`src/rtl/fifo_stream_port_if.sv`:
```
// fifoConnect link between a fifo core and its client. The core is show-ahead and
// publishes registered fill status/level; the reader side drives write/read/datain.
interface fifo_stream_port_if #(
  parameter int WIDTH = 32,
  parameter int DEPTH = 32
);
  typedef struct packed {
    logic full;
    logic empty;
  } fill_status_t;

  logic [WIDTH-1:0]           datain;
  logic [WIDTH-1:0]           dataout;
  logic                       write;
  logic                       read;
  fill_status_t               fillStatus;
  logic [$clog2(DEPTH+1)-1:0] fillLevel;

  modport reader (
    output datain, write, read,
    input  dataout, fillStatus, fillLevel
  );

  modport core (
    input  datain, write, read,
    output dataout, fillStatus, fillLevel
  );
endinterface

```
`src/rtl/fifo_stream_port.sv`:
```
// Stream adapter for the reader end of a fifo core: valid/ready in to core writes,
// core pops out through a 2-entry registered buffer to a valid/ready output.
module fifo_stream_port #(
  parameter int WIDTH   = 32,
  parameter int DEPTH   = 32,
  parameter int CNTBITS = 32,
  localparam int LW     = $clog2(DEPTH+1) + 1
) (
  input  logic                 clk,
  input  logic                 reset,
  input  logic [WIDTH-1:0]     s_data,
  input  logic                 s_valid,
  output logic                 s_ready,
  output logic [WIDTH-1:0]     m_data,
  output logic                 m_valid,
  input  logic                 m_ready,
  fifo_stream_port_if.reader   link,
  output logic [LW-1:0]        level,
  output logic [CNTBITS-1:0]   in_count,
  output logic [CNTBITS-1:0]   out_count
);

  localparam logic [1:0] ST_EMPTY = 2'd0;
  localparam logic [1:0] ST_ONE   = 2'd1;
  localparam logic [1:0] ST_TWO   = 2'd2;

  logic [1:0]         occ_q, occ_d;
  logic [WIDTH-1:0]   slot0_q, slot0_d;
  logic [WIDTH-1:0]   slot1_q, slot1_d;
  logic               m_valid_q;
  logic [CNTBITS-1:0] in_count_q, out_count_q;
  logic               pop;
  logic               take;

  // Core handshake: read looks only at registered state so m_ready never reaches it.
  always_comb begin
    s_ready     = !link.fillStatus.full;
    link.datain = s_data;
    if (reset) begin
      link.write = s_valid && !link.fillStatus.full;
      link.read  = !link.fillStatus.empty && (occ_q < ST_TWO);
    end else begin
      link.write = 1'b0;
      link.read  = 1'b0;
    end
  end

  assign pop  = link.read;
  assign take = m_valid_q && m_ready;

  // Output buffer next state: slot0 is the presented head, slot1 the skid entry.
  always_comb begin
    occ_d   = occ_q;
    slot0_d = slot0_q;
    slot1_d = slot1_q;
    case (occ_q)
      ST_EMPTY: begin
        if (pop) begin
          occ_d   = ST_ONE;
          slot0_d = link.dataout;
        end else begin
          occ_d   = ST_EMPTY;
        end
      end
      ST_ONE: begin
        if (pop && take) begin
          slot0_d = link.dataout;
        end else if (pop) begin
          occ_d   = ST_TWO;
          slot1_d = link.dataout;
        end else if (take) begin
          occ_d   = ST_EMPTY;
        end else begin
          occ_d   = ST_ONE;
        end
      end
      ST_TWO: begin
        if (take) begin
          occ_d   = ST_ONE;
          slot0_d = slot1_q;
        end else begin
          occ_d   = ST_TWO;
        end
      end
      default: begin
        occ_d = ST_EMPTY;
      end
    endcase
  end

  // Buffer, registered valid and transfer counters.
  always_ff @(posedge clk or negedge reset) begin
    if (!reset) begin
      occ_q       <= ST_EMPTY;
      slot0_q     <= {WIDTH{1'b0}};
      slot1_q     <= {WIDTH{1'b0}};
      m_valid_q   <= 1'b0;
      in_count_q  <= {CNTBITS{1'b0}};
      out_count_q <= {CNTBITS{1'b0}};
    end else begin
      occ_q     <= occ_d;
      slot0_q   <= slot0_d;
      slot1_q   <= slot1_d;
      m_valid_q <= (occ_d != ST_EMPTY);
      if (link.write) begin
        in_count_q <= in_count_q + CNTBITS'(1'b1);
      end
      if (take) begin
        out_count_q <= out_count_q + CNTBITS'(1'b1);
      end
    end
  end

  assign m_data    = slot0_q;
  assign m_valid   = m_valid_q;
  assign in_count  = in_count_q;
  assign out_count = out_count_q;
  // Sum of registered terms; LW leaves one spare bit so DEPTH+2 cannot overflow.
  assign level     = LW'(link.fillLevel) + LW'(occ_q);

endmodule

```
`src/flat_wrapper.sv`:
```
// flat-port wrapper written by rule: the top's interface ports become plain ports
module fifo_stream_port_flat 
#(
  parameter int WIDTH   = 32,
  parameter int DEPTH   = 32,
  parameter int CNTBITS = 32,
  localparam int LW     = $clog2(DEPTH+1) + 1
)
  (clk, reset, s_data, s_valid, s_ready, m_data, m_valid, m_ready, level, in_count, out_count, link_datain, link_write, link_read, link_dataout, link_fillStatus, link_fillLevel);
  fifo_stream_port_if #(.WIDTH(WIDTH), .DEPTH(DEPTH)) link_i ();
  input  logic clk;
  input  logic reset;
  input  logic [WIDTH-1:0] s_data;
  input  logic s_valid;
  output logic s_ready;
  output logic [WIDTH-1:0] m_data;
  output logic m_valid;
  input  logic m_ready;
  output logic [LW-1:0] level;
  output logic [CNTBITS-1:0] in_count;
  output logic [CNTBITS-1:0] out_count;
  output wire logic [$bits(link_i.datain)-1:0] link_datain;
  output wire logic [$bits(link_i.write)-1:0] link_write;
  output wire logic [$bits(link_i.read)-1:0] link_read;
  input wire logic [$bits(link_i.dataout)-1:0] link_dataout;
  input wire logic [$bits(link_i.fillStatus)-1:0] link_fillStatus;
  input wire logic [$bits(link_i.fillLevel)-1:0] link_fillLevel;
  assign link_datain = link_i.datain;
  assign link_write = link_i.write;
  assign link_read = link_i.read;
  assign link_i.dataout = link_dataout;
  assign link_i.fillStatus = link_fillStatus;
  assign link_i.fillLevel = link_fillLevel;
  fifo_stream_port #(.WIDTH(WIDTH), .DEPTH(DEPTH), .CNTBITS(CNTBITS)) u_core (.clk(clk), .reset(reset), .s_data(s_data), .s_valid(s_valid), .s_ready(s_ready), .m_data(m_data), .m_valid(m_valid), .m_ready(m_ready), .link(link_i), .level(level), .in_count(in_count), .out_count(out_count));
endmodule
```
`config.mk`:
```
export PLATFORM = sky130hd
export DESIGN_NAME = fifo_stream_port_flat
export DESIGN_NICKNAME = d
export VERILOG_FILES = /design/src/rtl/fifo_stream_port_if.sv /design/src/rtl/fifo_stream_port.sv /design/src/flat_wrapper.sv
export SDC_FILE = /design/constraint.sdc
export NUM_CORES = 1
export LEC_CHECK = 0
export ABC_AREA = 1
export BUFFER_PORTS_ARGS = -buffer_cell sky130_fd_sc_hd__clkbuf_2
export CORE_ASPECT_RATIO = 1.75
export CORE_UTILIZATION = 46
export DETAILED_ROUTE_END_ITERATION = 12
export GPL_TIMING_DRIVEN = 0
export PLACE_DENSITY = 0.76
export RECOVER_POWER = 50
export SYNTH_ARGS = -nofsm -noshare
export SYNTH_HDL_FRONTEND = slang
export SYNTH_SLANG_ARGS = --single-unit
export TNS_END_PERCENT = 50
```
`constraint.sdc`:
```
create_clock -name clk -period 1.6 [get_ports clk]
set_clock_uncertainty 0.1 [all_clocks]
set_input_delay 0.24 -clock clk [delete_from_list [all_inputs] [get_ports clk]]
set_output_delay 0.24 -clock clk [all_outputs]
set_load 0.02 [all_outputs]
```
==> summary.log <==
[placement] input/output buffers 182
[clock_tree] clock tree from TritonCTS built
[clock_tree] Skew-Pair Late Insertion Delay 410 ps
[sta] final count of pins violating max slew 0
[drt] total vias in the final route 6321
[critical_path] data required time of the worst path 1260 ps
[global_routing] pin count of the biggest net entering global routing 46
[drt] Routed wire per std cell 14.6 um
[synth] syn_nets 892
[power] Switching Fraction 35.7%
[worst_hold_path] class of the most critical hold timing path input port to flop
[global_routing] final global-route overflow total 0
[clock_tree] Clk pin slew, worst setup/hold paths 60 ps
[global_routing] number of antenna violations at the first check in global routing 0
[power] internal power 8.51 mW
[sta] post-layout worst setup margin -700 ps
[critical_path] critical path type flop to output port
[synth] synthesis-stage register bit count 131
[sta] Final Hold Fails 0
[cells_and_area] non-filler instance count after layout 1264
[floorplanning] width of the die 93.1 um
[floorplanning] standard-cell rows 57
[sta] maximum achievable frequency 435 MHz
[cells_and_area] fraction of layout instances using a drive strength above 1 23.1%
[run_status] result of the run finished with violations
[placement] placed wire-length estimate after detailed placement 12200 um
[power] switching component of the power 4.74 mW
[clock_tree] CTS sink cnt 131
[drt] routed via count divided by cell count 5.00
[cells_and_area] Layout Nets 1156
[cells_and_area] growth of design area from synthesis to finish 37.7%
[power] leakage dissipation 4.48 nW
[placement] dpl cells 1171
[clock_tree] number of buffers created by CTS 17
[global_routing] via count of the first global-routing pass 6212
[cells_and_area] total of fill cells in the finished design 1241
[cells_and_area] final design area excluding fillers 9200 um2
[sta] endpoints failing setup 99
[floorplanning] overall die area 15000 um2
[floorplanning] Core Area 14000 um2
[power] sequential fraction of design power 35.9%
[sta] setup repair after global routing missed its margin true
[power] proportion of power drawn by the clock network 31.1%
[cells_and_area] n_diodes 0
[sta] post-route minimum period 2300 ps
[drt] sum of routed wire length over all layers 18400 um
[clock_tree] deepest level of the CTS H-tree 4
[critical_path] data arrival time of the critical path 1960 ps
[critical_path] CP max FO 2
[synth] Synth Instances 811
[placement] minimum setup slack after placement -784 ps
[synth] Distinct cells, synth 29
[cells_and_area] Sequential Area 3280 um2
[power] Logic pwr share 33.0%
[drt] 1st-pass router iterations 4
[synth] Syn Area/Cell 8.24 um2
[sta] fin crit share 144%
[synth] share of the yosys chip area belonging to registers 49.1%
[sta] pin slew with the least headroom to its limit 1070 ps
[placement] placed cell area 7870 um2
[run_status] failing checks negative setup slack
[power] Peak supply drop 0.000990 V
[floorplanning] Die Y-Extent 161 um
[sta] Worst slew margin 28.5%
[clock_tree] master cell of the clock root buffer clkbuf_16
[placement] placer's final routability congestion estimate 0.845
[critical_path] CP endpoint kind output port
[drt] final routed DRC violation total 0
[synth] netlist area before placement 6680 um2
[job] reported max-cap violation count 0
[floorplanning] top-level port count 215
[clock_tree] number of buffers on the longest clock path 2
[floorplanning] Starting Density 47.5%
[sta] total negative slack for setup checks -13200 ps
[global_routing] GR Util All Layers 25.0%
[critical_path] Critical Path Source Type flop
[sta] worst hold slack 189 ps
[drt] violation count after the first detailed-route iteration 216
[drt] DRT antenna net count 0
[global_routing] first-pass GRT wire length 29200 um
[cells_and_area] multi-input combinational cell area 2850 um2
[power] power density normalized to cell area 1440 nW/um2
[synth] total number of yosys warnings 0
[worst paths after layout]
| path | from | to | slack [ps] | cells past startpoint |
|---|---|---|---|---|
| max reg2reg | u_core.m_valid | u_core.out_count[25] | -240 | 7 |
| min reg2reg | u_core.m_data[26] | u_core.m_data[26] | 380 | 2 |
| min in group asynchronous | reset | u_core.out_count[11] | 480 | 2 |
| max | u_core.occ_q[0] | level[4] | -700 | 6 |
| min | link_fillStatus[1] | u_core.in_count[1] | 190 | 4 |
| max in group asynchronous | reset | u_core.occ_q[1] | -10 | 4 |
[Yosys cell counts]
| library cell | instances | area [um2] |
|---|---|---|
| nand4_2 | 1 | 12.5 |
| xnor2_1 | 22 | 193 |
| buf_4 | 39 | 293 |
| o211ai_1 | 32 | 240 |
| nand3b_1 | 6 | 45.0 |
| nand2_1 | 265 | 995 |
| nand4_1 | 23 | 144 |
| a21oi_1 | 1 | 5.00 |
| nand3_1 | 40 | 200 |
| nand3_2 | 2 | 20.0 |
| nor2_2 | 11 | 68.8 |
| a21oi_4 | 1 | 16.3 |
| inv_1 | 95 | 357 |
| a21oi_2 | 1 | 8.76 |
| nor2_1 | 43 | 161 |
| nand2_2 | 1 | 6.26 |
| o21ai_0 | 34 | 170 |
| nor3_2 | 1 | 10.0 |
| buf_2 | 9 | 45.0 |
| xor2_1 | 21 | 184 |
| clkbuf_1 | 3 | 11.3 |
| nand2_4 | 1 | 11.3 |
| o21ai_1 | 1 | 5.00 |
| nor2_4 | 4 | 45.0 |
| inv_2 | 4 | 15.0 |
| dfrtp_1 | 131 | 3280 |
| fa_1 | 1 | 20.0 |
| ha_1 | 4 | 50.1 |
| nor3_1 | 14 | 70.1 |
[cells by family (layout without fill, tap and decap cells)]
group / after synthesis / after routing / synth area share (%)
buffers and inverters: 150 / 426 / 10.8
AOI/OAI and AO/OA: 70 / 70 / 6.67
xor gates and xnor gates: 43 / 43 / 5.64
DFF: 131 / 131 / 49.1
and+or+nand+nor: 412 / 412 / 26.8
adders and majority gates: 5 / 5 / 1.05
[state kept, by name, indices dropped and copies added (netlist names)]
register and count:
u_core.out_count 32, u_core.m_data 32, u_core.in_count 32, u_core.slot1_q 32, u_core.occ_q 2, u_core.m_valid 1
[placed cells by master, fill, tap and decap left out, types with 17 or more instances in the layout]
cell           synthesis  routed
clkbuf_1               3      99
dfrtp_1              131     128
nor2_1                43      33
nand2_1              265     262
buf_4                 39      58
nand3_1               40      38
clkbuf_16              0      17
nand4_1               23      23
o21ai_0               34      29
xnor2_1               22      21
dlygate4sd3_1          0      35
o211ai_1              32      32
clkbuf_2               0      83
xor2_1                21      20
inv_1                 95      88
[routing by layer]
layer	global-route usage, %	vias up	wire (um)
met5	0	-	0
met4	10.8	0	582
met3	5.56	46	985
met2	46.8	246	10000
met1	26.2	2965	6840
li1	-	3064	-
[cell type report]
cell class	instances	share of cell area (%)
Sequential cell	131	35.7
Multi-Input combinational cell	530	31.0
Timing Repair Buffer	246	15.6
Tap cell	177	2.41
Clock inverter	12	1.96
Buffer	50	4.38
Inverter	99	4.12
Clock buffer	19	4.82
[critical path: stages, from the launching register on]
cell and delay, ps:
dfrtp_1 390, ha_2 220, inv_2 40, fa_2 330, nand3b_1 250, xor2_2 180
clkbuf_2 160
[through the flow]
stage / power [mW] / utilization [%]
finish: 13.3 / 65.5
detailed placement: 8.69 / 56.0
global route: 14.1 / 65.5
floorplan: 7.32 / -
global placement: 8.58 / 55.7
CTS: 13.3 / 65.4
[power by group through the flow]
stage | Sequential, mW | Clock (mW) | Combinational, mW
after global routing | 4.86 | 4.31 | 4.88
after floorplan | 5.36 | 0 | 1.96
after detailed placement | 4.82 | 0 | 3.87
after global placement | 4.80 | 0 | 3.78
final | 4.76 | 4.12 | 4.37
after CTS | 4.77 | 4.19 | 4.32
[repair_timing]
action	4_1_cts	5_1_grt
gates resized for setup	38	65
endpoints found under the setup margin	104	125
hold buffers	38	0
pin swaps	4	8
buffers inserted	11	12
cloned	3	0
hold endpoints to repair	179	0
(Power assumes the default switching activity.)
